$ cat src/rtl/fabric_config_spi_rx.sv
// SPI mode-0 slave receiver: assembles WORD_WIDTH-bit words for the fabric config controller.
// Optional running word checksum enabled by defining FABRIC_CFG_SPI_CHECKSUM_EN.
module fabric_config_spi_rx #(
    parameter int WORD_WIDTH  = 32,
    parameter int SYNC_STAGES = 2,
    parameter int MSB_FIRST   = 1
) (
    input  logic                  clk_gated,
    input  logic                  rst_ni,
    input  logic                  sclk_i,
    input  logic                  cs_ni,
    input  logic                  mosi_i,
    output logic [WORD_WIDTH-1:0] bitstream_data_o,
    output logic                  bitstream_valid_o,
    output logic                  active_o,
    output logic                  frag_err_o,
    output logic [15:0]           word_count_o,
    output logic [WORD_WIDTH-1:0] checksum_o
);
    localparam int CNT_W = (WORD_WIDTH > 1) ? $clog2(WORD_WIDTH) : 1;

    typedef enum logic {S_IDLE, S_RECV} state_t;

    state_t state_q, state_d;

    logic [SYNC_STAGES-1:0] sclk_sync, cs_sync, mosi_sync;
    logic                   sclk_d, cs_d;
    logic                   sclk_s, cs_s, mosi_s;
    logic                   sclk_rise, cs_rise, cs_fall;

    logic [CNT_W-1:0]      bit_cnt;
    logic [WORD_WIDTH-1:0] shreg, shift_next;
    logic                  start, stop, shift_en, word_done;

    // Identical chains keep sclk, cs and mosi mutually aligned after synchronization.
    always_ff @(posedge clk_gated or negedge rst_ni) begin
        if (!rst_ni) begin
            sclk_sync <= '0;
            cs_sync   <= '1;
            mosi_sync <= '0;
            sclk_d    <= 1'b0;
            cs_d      <= 1'b1;
        end else begin
            sclk_sync <= {sclk_sync[SYNC_STAGES-2:0], sclk_i};
            cs_sync   <= {cs_sync[SYNC_STAGES-2:0], cs_ni};
            mosi_sync <= {mosi_sync[SYNC_STAGES-2:0], mosi_i};
            sclk_d    <= sclk_sync[SYNC_STAGES-1];
            cs_d      <= cs_sync[SYNC_STAGES-1];
        end
    end

    assign sclk_s    = sclk_sync[SYNC_STAGES-1];
    assign cs_s      = cs_sync[SYNC_STAGES-1];
    assign mosi_s    = mosi_sync[SYNC_STAGES-1];
    assign sclk_rise = sclk_s & ~sclk_d;
    assign cs_rise   = cs_s & ~cs_d;
    assign cs_fall   = ~cs_s & cs_d;

    always_ff @(posedge clk_gated or negedge rst_ni) begin
        if (!rst_ni) state_q <= S_IDLE;
        else         state_q <= state_d;
    end

    always_comb begin
        state_d    = state_q;
        start      = 1'b0;
        stop       = 1'b0;
        shift_en   = 1'b0;
        shift_next = shreg;
        if (MSB_FIRST != 0) shift_next = {shreg[WORD_WIDTH-2:0], mosi_s};
        else                shift_next = {mosi_s, shreg[WORD_WIDTH-1:1]};
        case (state_q)
            S_IDLE: begin
                if (cs_fall) begin
                    start   = 1'b1;
                    state_d = S_RECV;
                end
            end
            S_RECV: begin
                // cs release wins over a coincident sclk rise
                if (cs_rise) begin
                    stop    = 1'b1;
                    state_d = S_IDLE;
                end else if (sclk_rise) begin
                    shift_en = 1'b1;
                end
            end
            default: state_d = S_IDLE;
        endcase
    end

    assign word_done = shift_en && (bit_cnt == CNT_W'(WORD_WIDTH - 1));
    assign active_o  = (state_q == S_RECV);

    always_ff @(posedge clk_gated or negedge rst_ni) begin
        if (!rst_ni) begin
            bit_cnt           <= '0;
            shreg             <= '0;
            bitstream_data_o  <= '0;
            bitstream_valid_o <= 1'b0;
            frag_err_o        <= 1'b0;
            word_count_o      <= '0;
        end else begin
            bitstream_valid_o <= word_done;
            if (start) begin
                bit_cnt      <= '0;
                shreg        <= '0;
                word_count_o <= '0;
                frag_err_o   <= 1'b0;
            end else if (stop) begin
                frag_err_o <= (bit_cnt != '0);
                bit_cnt    <= '0;
                shreg      <= '0;
            end else if (shift_en) begin
                shreg   <= shift_next;
                bit_cnt <= word_done ? '0 : bit_cnt + 1'b1;
                if (word_done) begin
                    bitstream_data_o <= shift_next;
                    if (word_count_o != 16'hFFFF) word_count_o <= word_count_o + 16'd1;
                end
            end
        end
    end

`ifdef FABRIC_CFG_SPI_CHECKSUM_EN
    // Accumulates while the valid pulse is up, so the sum covers that word one cycle later.
    always_ff @(posedge clk_gated or negedge rst_ni) begin
        if (!rst_ni)                checksum_o <= '0;
        else if (start)             checksum_o <= '0;
        else if (bitstream_valid_o) checksum_o <= checksum_o + bitstream_data_o;
    end
`else
    assign checksum_o = '0;
`endif

endmodule
$ cat config.mk
export PLATFORM = sky130hd
export DESIGN_NAME = fabric_config_spi_rx
export DESIGN_NICKNAME = d
export VERILOG_FILES = /design/src/rtl/fabric_config_spi_rx.sv
export SDC_FILE = /design/constraint.sdc
export NUM_CORES = 1
export LEC_CHECK = 0
export ABC_CLOCK_PERIOD_IN_PS = 2900
export BUFFER_PORTS_ARGS = -buffer_cell sky130_fd_sc_hd__buf_2
export CAP_MARGIN = 20
export CORE_MARGIN = 1.5
export CORE_UTILIZATION = 40
export DETAILED_ROUTE_END_ITERATION = 8
export MAX_ROUTING_LAYER = met4
export SYNTH_ARGS = -nofsm -noshare
export SYNTH_HDL_FRONTEND = slang
export SYNTH_SLANG_ARGS = --single-unit
$ cat constraint.sdc
create_clock -name clk_gated -period 2.9 [get_ports clk_gated]
set_input_delay 0.29 -clock clk_gated [delete_from_list [all_inputs] [get_ports clk_gated]]
set_output_delay 0.29 -clock clk_gated [all_outputs]
set_load 0.005 [all_outputs]
After elaboration in Yosys (flattened, before gate mapping):

Index checks and enable logic that the tools add are counted.

* word-level logic and storage cells: 58
* register bits after elaboration: 95
* output and inout port bits: 83

* bitwise gates (word level): 9
* equality and inequality tests: 3
* $add $sub $neg: 2
* reduce and logical (&&, ||, !) cells: 9
* mux-type cells: 23

Operators with widths (number)
* 31-bit two-way mux: 3
* 16-bit two-way mux: 5
* 5-bit two-way mux: 4
* 16-bit by 1-bit adder with 16-bit output, second input constant: 1
* 16-bit != test, second input constant: 1
* 1-bit two-way mux: 10
* 4-bit AND reduction: 2
* 2-bit nonzero test: 4
* 1-bit inverter: 6
* 5-bit by 1-bit adder with 5-bit output, second input constant: 1
* 5-bit equality test, second input constant: 1
* 5-bit nonzero test: 1
* 1-bit AND: 3
* 3-bit nonzero test: 1
* 2-bit != test, second input constant: 1
* 1-bit case mux with 2 select lines: 1
* 1-bit logical AND: 1

Logic depth before layout (Yosys ltp):

Gate-level depths: netlist of run 1.

* depth after elaboration: 10
* depth in mapped cells: 10
* gate-level depth less buffers: 8

Worst setup path after synthesis of run 1:

No wires, ideal clock.

* path type: reg-to-reg
* from: reg bit_cnt[0]
* to: reg word_count_o[12]
* required time: 2.776 ns
* path buffers: 1
* cell stages (with the launch flop): 10
* setup slack: 0.887 ns
* arrival time: 1.889 ns
* cell sequence: dfrtp_1 ha_1 and3_1 ha_1 and4b_1 nand2_1 inv_2 buf_2 a21oi_1 a211o_1

* longest elaborated chain between the ends: 4

Ends and longest elaborated chain
* start: declaration: RTL line 31 `logic [CNT_W-1:0] bit_cnt;`
* start signal: assignment: RTL line 116 `bit_cnt <= word_done ? '0 : bit_cnt + 1'b1;`
* 5-bit equality test: RTL line 92 `assign word_done = shift_en && (bit_cnt == CNT_W'(WORD_WIDTH - 1));`
* 1-bit logical AND: RTL line 92
* 2-bit nonzero test (no source line)
* 4-bit AND reduction (no source line)
* end signal: assignment: RTL line 119 `if (word_count_o != 16'hFFFF) word_count_o <= word_count_o + 16'd1;`
* end: declaration: RTL line 17 `output logic [15:0] word_count_o,`

Every way passes these cells.
A chain may end at the register's enable or synchronous reset.

Worst setup path in the final report of run 1:

Same ends and word-level chain as after synthesis.

==> metrics.cfg, run 1 <==
[power_and_ir_drop]
total_power_mw = 2.34
cellLeakagePower_nw = 2.47
vdd_drop_max_uv = 276
p_per_area_nw_per_um2 = 500

[timing]
setup_viol = 0
timing.final.crit_share = 0.840
finalMaxSlewViolations = 0
worstMarginPinSlew_ns = 0.733
skew_ns = 0.0117
timing.hold.ws_ns = -0.0199
fin_ws_ns = 0.463
hold_viol = 9
rsz0062_at_grt = no
min_period_ns = 2.44
fin_tns_setup_ns = 0
max_slew_margin = 0.511
fmax_ghz = 0.410

[grt]
grt_pass1_wl_mm = 14.0
grt_util_all_layers = 0.162
first_global_vias = 2850
gr-total-overflow = 0
antenna_found_initial = 0
grt_max_degree = 58

[logic_synthesis]
async_flop_share = 1.00
syn_inst = 404
syn_avg_cell_area_um2 = 10.4
synth_area_um2 = 4190
synth.most_common_cell = nand2_1
yosysTopAreaCellShare = 0.549
ys_top_cells_by_area = dfrtp_1 (55%), nand2_1 (9.9%), a22o_1 (6.5%), buf_4 (5.9%), dfstp_2 (1.9%)
ys_warn_count = 0
synth_edf_count = 0
yosysTopAreaCell = dfrtp_1
ys_top_cells_by_count = nand2_1 (111), dfrtp_1 (92), buf_4 (33)
synthDistinctLibCells = 48
ys_ff_latch = 95
ys_seq_area_frac = 0.568
yosys_most_used_dff = dfrtp_1

[clocking]
cts_resized = 0
cts_max_level = 3
path_clk_slew_ns = 0.09
clk_latency_ns = 0.36
postCtsHoldBufs = 0
numCtsBuffers = 9
cts.sinks = 95
clockBufferDepth = 2
cts_tree = yes
postCtsSetupBuffers = 0
clockRootBuffer = clkbuf_8

[floorplanning]
core_area_um2 = 10200
die_y_um = 105
row_count = 37
die_w_um = 105
start_util = 0.410
ios = 88
dieArea_um2 = 11100

[placement]
placed_area_um2 = 4500
routabilityCongestion = 0.802
hpwlAfterDp_mm = 5.33
port_buffers = 55
dpl_worst_slack_ns = 0.485
post-place-cells = 580

[routing]
wl_mm = 8.11
drc_errors = 0
postRouteAntennaNets = 0
avgRoutedWirePerCell_um = 13.6
initialDrtViolationCount = 140
vias = 2927
avgViaCountPerCell = 4.91
dr.pass1.iters = 5

[setup_path]
critical-path-max-stage-delay_ns = 0.41
worstPathCellList = ha_1, and3_1, ha_1, and4b_1, nand2_1, inv_2, a21oi_1, a211o_1
ff2ff_setup_slack_ns = 0.46
crit_top_cell = ha_1
crit_family = simple AND/OR/NAND/NOR gates
path_class = reg2reg
cp_data_required_time_ns = 3.15
crit_fanout = 20
critPathLaunchType = flip-flop
cp.depth = 8
cp_slowest_cell = dfrtp_1
worst_setup_path_end_kind = flip-flop
cp.arrival_ns = 2.69
worstRegToRegCells = 8
crit_buf_inv = 1

[flow_run]
cap_violations = 0

[outcome]
failed_checks = hold timing
status = complete, but fails checks

[finish]
nets = 464
syn2layout_area_growth_pct = 11.8
diodes = 0
fin_area_um2 = 4690
instances_no_fill = 596
drive_gt1_frac = 0.196

[hold_path]
min_path_type = in2async

cell families after synthesis:
kind of cell | after synthesis | share of synthesized area
compound gates | 66 | 0.121
xor+xnor | 1 | 0.00209
fa+ha+maj | 4 | 0.0119
buf+inv | 63 | 0.0922
flops | 95 | 0.568
mux | 7 | 0.0167
other cells | 1 | 0.000894
simple gates | 167 | 0.187
sequential cells by signal, summed over array words and instances, names as in the netlist:
register           cells
sclk_sync              2
cs_d                   1
sclk_d                 1
bitstream_data_o      32
word_count_o          16
shreg                 31
cs_sync                2
mosi_sync              2
bitstream_valid_o      1
bit_cnt                5
active_o               1
frag_err_o             1
path summary, 6_finish.rpt:
kind / end / start
min in group clk_gated: cs_sync[0] / cs_ni
worst min register to register: mosi_sync[1] / mosi_sync[0]
worst max register to register: word_count_o[12] / bit_cnt[0]
worst max-delay path: word_count_o[12] / bit_cnt[0]
worst min-delay path: word_count_o[4] / rst_ni
max in group asynchronous: shreg[9] / rst_ni
metrics by stage:
| step | util | hold WS (ns) |
|---|---|---|
| after detailed placement | 0.440 | 0.336 |
| after global placement | 0.440 | 0.333 |
| after global routing | 0.458 | 0.00394 |
| after floorplan | - | -0.00559 |
| final | 0.458 | -0.0199 |
| after CTS | 0.458 | 0.000743 |
area by class of cell:
type,count,area [um2]
Multi-Input combinational cell,277,1550
Clock buffer,11,131
Clock inverter,5,60.1
Timing Repair Buffer,62,355
Fill cell,982,5540
Sequential cell,95,2380
Inverter,10,37.5
Tap cell,136,170
layer usage:
metal	wire (um)	GRT usage
met5	0	-
met4	124	0.0509
met3	413	0.0377
met2	3570	0.244
met1	4000	0.217
cell usage in the layout, fill, tap and decap left out, types with 2 or more instances in the layout:
cell	n
nand4_1	5
nor2_1	4
conb_1	32
and3_1	4
clkbuf_1	2
or3_1	3
a22o_1	31
dfstp_2	3
nand4b_1	2
buf_12	2
nor4_1	4
a211oi_1	3
a21oi_1	10
nor2b_1	2
and4_1	2
buf_2	54
dfrtp_1	92
or2_2	4
clkbuf_8	9
buf_4	6
nand2_1	111
o21ai_0	5
and4_4	2
mux2i_1	7
nor3_1	4
a211o_1	2
ha_1	4
or4_1	4
nand3_1	8
o21ai_1	4
inv_1	9
o31ai_1	5
power breakdown:
part / internal, mW / leakage, nW / switching [mW]
Clock: 0.403 / 0.0939 / 0.448
Combinational: 0.0382 / 1.08 / 0.0885
Sequential: 1.34 / 1.30 / 0.0199
Power figures use the tool's default switching activity.
==> run 2, diff against run 1 <==
ABC_CLOCK_PERIOD_IN_PS = 2100   (was 2900)
clock period = 2.1 ns   (was 2.9 ns; I/O delays follow)
==> run 2 against run 1 <==
  * The flow now finishes without violations
  * Total power up 44%
  * Cell area up 3.2%
  * Clock-buffer cell count unchanged
  * Non-clock buffer count up 13
  * Sequential share of layout area down 1.6 points
  * First-iteration DRC count up 16%
  * Critical path type unchanged
  * Critical endpoint is now word_count_o[0]
  * Largest power group unchanged
  * Highest routed layer unchanged
==> metrics.cfg, run 2 (synthesis results as in run 1) <==
[outcome]
status = completed  ; was complete, but fails checks

[finish]
final_cell_mix = nand2_1 (110), dfrtp_1 (92), buf_2 (54)  ; was nand2_1 (111), dfrtp_1 (92), buf_2 (54)
diodes = 0  ; unchanged
fin_area_um2 = 4840  ; was 4690 um2
nets = 477  ; was 464
syn2layout_area_growth_pct = 15.4  ; was 11.8%
seq_area_um2 = 2380  ; unchanged
top_regs = bitstream_data_o: 32 flops, shreg: 31 flops, word_count_o: 16 flops  ; unchanged
num-fill-cells = 987  ; was 982
layout_commonest_cell = nand2_1  ; unchanged
multi_input_area_um2 = 1580  ; was 1550 um2
utilization = 0.473  ; was 0.458
top_register = bitstream_data_o  ; unchanged
drive_gt1_frac = 0.222  ; was 0.196
instances_no_fill = 609  ; was 596
largest_reg_flops = 32  ; unchanged

[timing]
finalMaxSlewViolations = 0  ; unchanged
hold_viol = 0  ; was 9
skew_ns = 0.0162  ; was 0.0117 ns
rsz0062_at_grt = yes  ; was no
min_period_ns = 2.02  ; was 2.44 ns
timing.hold.ws_ns = 0.302  ; was -0.0199 ns
fin_ws_ns = 0.0807  ; was 0.463 ns
fin_tns_setup_ns = 0  ; unchanged
timing.final.crit_share = 0.962  ; was 0.840
fmax_ghz = 0.495  ; was 0.410 GHz
setup_viol = 0  ; unchanged

[setup_path]
r2r-start = bit_cnt[0]  ; unchanged
critPathCapture = word_count_o[0]  ; was word_count_o[12]
cp.arrival_ns = 2.29  ; was 2.69 ns
crit_fanout = 10  ; was 20
cp_data_required_time_ns = 2.37  ; was 3.15 ns
path_class = reg2reg  ; unchanged
worst_setup_path_end_kind = flip-flop  ; unchanged
ff2ff_setup_slack_ns = 0.08  ; was 0.46 ns
worstSetupStartpoint = bit_cnt[0]  ; unchanged
critPathLaunchType = flip-flop  ; unchanged
r2r_end = word_count_o[0]  ; was word_count_o[12]
worstRegToRegCells = 8  ; unchanged

[routing]
avgViaCountPerCell = 4.95  ; was 4.91
avgRoutedWirePerCell_um = 13.6  ; about the same
dr.pass1.iters = 4  ; was 5
drc_errors = 0  ; unchanged
postRouteAntennaNets = 0  ; unchanged
vias = 3016  ; was 2927
wl_mm = 8.27  ; was 8.11 mm
initialDrtViolationCount = 163  ; was 140

[clocking]
clk_latency_ns = 0.35  ; was 0.36 ns
clockBufferDepth = 2  ; unchanged
path_clk_slew_ns = 0.09  ; about the same
numCtsBuffers = 9  ; unchanged
cts_tree = yes  ; unchanged
cts.sinks = 95  ; unchanged
clockRootBuffer = clkbuf_8  ; unchanged
cts_max_level = 3  ; unchanged

[power_and_ir_drop]
p_int_mw = 2.60  ; was 1.79 mW
total_power_mw = 3.38  ; was 2.34 mW
p_comb_frac = 0.060  ; was 0.054
sequentialPowerShare = 0.556  ; was 0.583
power_frac_clock = 0.384  ; was 0.363
cellLeakagePower_nw = 2.54  ; was 2.47 nW
p_per_area_nw_per_um2 = 699  ; was 500 nW/um2
sw_frac_of_total = 0.230  ; was 0.238
vdd_drop_max_uv = 389  ; was 276 uV
p_sw_mw = 0.777  ; was 0.557 mW

[floorplanning]
start_util = 0.410  ; unchanged
dieArea_um2 = 11100  ; unchanged
row_count = 37  ; unchanged
die_w_um = 105  ; unchanged
die_y_um = 105  ; unchanged
core_area_um2 = 10200  ; unchanged
ios = 88  ; unchanged

[grt]
grt_max_degree = 72  ; was 58
first_global_vias = 2879  ; was 2850
antenna_found_initial = 0  ; unchanged
gr-total-overflow = 0  ; unchanged
grt_pass1_wl_mm = 14.2  ; was 14.0 mm
grt_util_all_layers = 0.160  ; was 0.162

[placement]
hpwlAfterDp_mm = 5.53  ; was 5.33 mm
port_buffers = 55  ; unchanged
placed_area_um2 = 4560  ; was 4500 um2
dpl_worst_slack_ns = 0.0366  ; was 0.485 ns
routabilityCongestion = 0.843  ; was 0.802
post-place-cells = 588  ; was 580

[flow_run]
cap_violations = 0  ; unchanged

[hold_path]
min_path_type = in2async  ; unchanged

-- run 2: repair_timing --
item / in CTS / in global routing
setup endpoints to repair: 0 / 24
gates resized for setup: 0 / 6
buffers inserted: 0 / 1
hold buffers: 4 / 0
hold endpoints to repair: 27 / 0
-- run 2: area by class of cell --
| type | instances | share of cell area |
|---|---|---|
| well taps | 136 | 0.0352 |
| clock buffers | 11 | 0.0271 |
| inverters | 10 | 0.00776 |
| repair buffers | 75 | 0.0957 |
| clock inverters | 5 | 0.0168 |
| multi-input cells | 277 | 0.325 |
| flip-flops and latches | 95 | 0.492 |
-- run 2: power groups by stage --
| stage | Clock [mW] | Combinational, mW | Sequential, mW |
|---|---|---|---|
| 4_1_cts | 1.34 | 0.205 | 1.88 |
| 2_1_floorplan | 0 | 0.146 | 1.91 |
| 5_1_grt | 1.42 | 0.230 | 1.89 |
| 3_5_place_dp | 0 | 0.199 | 1.92 |
| 6_report | 1.30 | 0.201 | 1.88 |
| 3_3_place_gp | 0 | 0.197 | 1.92 |
-- run 2: layer usage --
metal	share of wire	vias up	GRT usage	wire, um
li1	-	1451	-	-
met1	0.49	1486	0.221	4080
met2	0.45	73	0.239	3750
met3	0.045	6	0.0383	373
met4	0.0076	0	0.0411	63
met5	0	-	-	0
-- run 2: worst min path at each step --
stage | start | slack [ns] | to
detailed placement | rst_ni | 0.15 | word_count_o[7]
CTS | rst_ni | 0.30 | word_count_o[7]
floorplan | rst_ni | -0.09 | active_o
global placement | rst_ni | 0.15 | word_count_o[3]
finish | rst_ni | 0.30 | word_count_o[7]
global route | rst_ni | 0.31 | word_count_o[7]
-- run 2: worst max-delay path, stage by stage (launching register included) --
cell and delay [ns]:
dfrtp_1 0.37, ha_1 0.20, and3_1 0.17, ha_1 0.16
and4b_2 0.26, nand2_2 0.10, buf_4 0.20, or3_1 0.34
a21oi_1 0.16
==> run 3, diff against run 2 <==
ABC_CLOCK_PERIOD_IN_PS = 1650   (was 2100)
clock period = 1.65 ns   (was 2.1 ns; I/O delays follow)
==> run 3 against run 2 <==
  * The run now ends with setup timing left
  * Largest power group unchanged
  * Sequential power increased by 27%
  * Cell area rose by 10%
  * Cell count rose by 6.4%
==> metrics.cfg, run 3 (synthesis results as in run 1) <==
[setup_path]
ff2ff_setup_slack_ns = -0.37  ; was 0.08 ns
r2r-start = bit_cnt[1]  ; was bit_cnt[0]
crit_buf_inv = 0  ; was 1
worst_setup_path_end_kind = flip-flop  ; unchanged
critical-path-max-stage-delay_ns = 0.47  ; was 0.37 ns
worstRegToRegCells = 7  ; was 8
cp_slowest_cell = or4_1  ; was dfrtp_1
cp.arrival_ns = 2.30  ; was 2.29 ns
path_class = reg2reg  ; unchanged
worstPathCellList = ha_2, and3_4, ha_4, and4b_2, nand3b_1, or4_1, a21oi_1  ; was ha_1, and3_1, ha_1, and4b_2, nand2_2, buf_4, or3_1, a21oi_1
critPathLaunchType = flip-flop  ; unchanged
crit_family = simple AND/OR/NAND/NOR gates  ; unchanged
cp_data_required_time_ns = 1.93  ; was 2.37 ns
crit_fanout = 5  ; was 10
r2r_end = word_count_o[7]  ; was word_count_o[0]

[outcome]
status = complete, but fails checks  ; was completed
failed_checks = setup timing

[floorplanning]
die_w_um = 105  ; unchanged
start_util = 0.410  ; unchanged
die_y_um = 105  ; unchanged
row_count = 37  ; unchanged
dieArea_um2 = 11100  ; unchanged
core_area_um2 = 10200  ; unchanged
ios = 88  ; unchanged

[clocking]
cts_max_level = 3  ; unchanged
numCtsBuffers = 9  ; unchanged
clockRootBuffer = clkbuf_8  ; unchanged
clk_latency_ns = 0.35  ; about the same
cts.sinks = 95  ; unchanged
clockBufferDepth = 2  ; unchanged
path_clk_slew_ns = 0.09  ; about the same
cts_tree = yes  ; unchanged

[flow_run]
cap_violations = 0  ; unchanged

[hold_path]
min_path_type = in2async  ; unchanged

[finish]
top_register = bitstream_data_o  ; unchanged
syn2layout_area_growth_pct = 27.3  ; was 15.4%
top_regs = bitstream_data_o: 32 flops, shreg: 31 flops, word_count_o: 16 flops  ; unchanged
drive_gt1_frac = 0.295  ; was 0.222
fin_area_um2 = 5340  ; was 4840 um2
utilization = 0.522  ; was 0.473
diodes = 0  ; unchanged
largest_reg_flops = 32  ; unchanged
nets = 516  ; was 477
final_cell_mix = nand2_1 (110), dfrtp_1 (92), buf_2 (54)  ; unchanged
layout_commonest_cell = nand2_1  ; unchanged

[timing]
hold_viol = 0  ; unchanged
skew_ns = 0.0117  ; was 0.0162 ns
setup_viol = 50  ; was 0
max_slew_margin = 0.620
worstMarginPinSlew_ns = 0.568
fmax_ghz = 0.495  ; about the same
min_period_ns = 2.02  ; about the same
timing.hold.ws_ns = 0.325  ; was 0.302 ns
finalMaxSlewViolations = 0  ; unchanged
fin_tns_setup_ns = -10.75  ; was 0 ns
timing.final.crit_share = 1.22  ; was 0.962
rsz0062_at_grt = yes  ; unchanged
fin_ws_ns = -0.370  ; was 0.0807 ns

[power_and_ir_drop]
cellLeakagePower_nw = 2.79  ; was 2.54 nW
p_per_area_nw_per_um2 = 800  ; was 699 nW/um2
vdd_drop_max_uv = 415  ; was 389 uV

[placement]
port_buffers = 55  ; unchanged
placed_area_um2 = 4860  ; was 4560 um2
dpl_worst_slack_ns = -0.283  ; was 0.0366 ns
hpwlAfterDp_mm = 6.04  ; was 5.53 mm
routabilityCongestion = 0.890  ; was 0.843

[grt]
first_global_vias = 3102  ; was 2879
antenna_found_initial = 0  ; unchanged
gr-total-overflow = 0  ; unchanged
grt_max_degree = 40  ; was 72
grt_util_all_layers = 0.180  ; was 0.160
grt_pass1_wl_mm = 15.5  ; was 14.2 mm

[routing]
avgViaCountPerCell = 4.91  ; was 4.95
avgRoutedWirePerCell_um = 14.3  ; was 13.6 um
postRouteAntennaNets = 0  ; unchanged
dr.pass1.iters = 5  ; was 4
wl_mm = 9.26  ; was 8.27 mm
drc_errors = 0  ; unchanged
initialDrtViolationCount = 169  ; was 163
vias = 3179  ; was 3016

run 3: cell count changes in the layout (fill, tap and decap cells not counted), moves of 2 or more:
cell / change
buf_16: +2
buf_6: +5
buf_12: +4
ha_1: -2
buf_4: +25
run 3: worst max path at each step:
stage / startpoint / endpoint / slack [ns] / depth (start not counted)
2_1_floorplan: bit_cnt[0] / word_count_o[9] / -0.25 / 7
3_3_place_gp: bit_cnt[1] / word_count_o[6] / -0.22 / 8
3_5_place_dp: bit_cnt[1] / word_count_o[11] / -0.28 / 7
4_1_cts: bit_cnt[1] / word_count_o[6] / -0.28 / 8
5_1_grt: bit_cnt[1] / word_count_o[7] / -0.45 / 7
6_report: bit_cnt[1] / word_count_o[7] / -0.37 / 7
run 3: layer usage:
layer,wire [um],share of wire,GRT usage
met3,440,0.048,0.0359
met4,49,0.0053,0.0538
met5,0,0,-
met1,4320,0.47,0.250
met2,4450,0.48,0.268
run 3: power by group:
group	internal [mW]	switching, mW	leakage, nW
clock network	0.704	0.794	0.0937
registers	2.36	0.0279	1.30
logic	0.181	0.200	1.39
run 3: final cells by class:
class	count	area, um2
clock buffer	11	131
fill	955	4890
inverter	10	40.0
multi-input combinational	277	1640
sequential	95	2380
timing repair buffer	114	915
tap	136	170
clock inverter	5	56.3
run 3: through the flow:
| step | cells | power (mW) |
|---|---|---|
| 2_1_floorplan | 435 | 2.62 |
| 3_3_place_gp | 617 | 2.72 |
| 3_5_place_dp | 617 | 2.73 |
| 4_1_cts | 643 | 4.30 |
| 5_1_grt | 648 | 4.48 |
| 6_report | 648 | 4.27 |
run 3: timing repair:
item	in CTS	in global routing
hold buffers	4	0
setup buffers	3	5
pin swaps	3	4
endpoints found under the hold margin	35	0
resized for setup	13	7
gates cloned	3	1
endpoints found under the setup margin	65	85
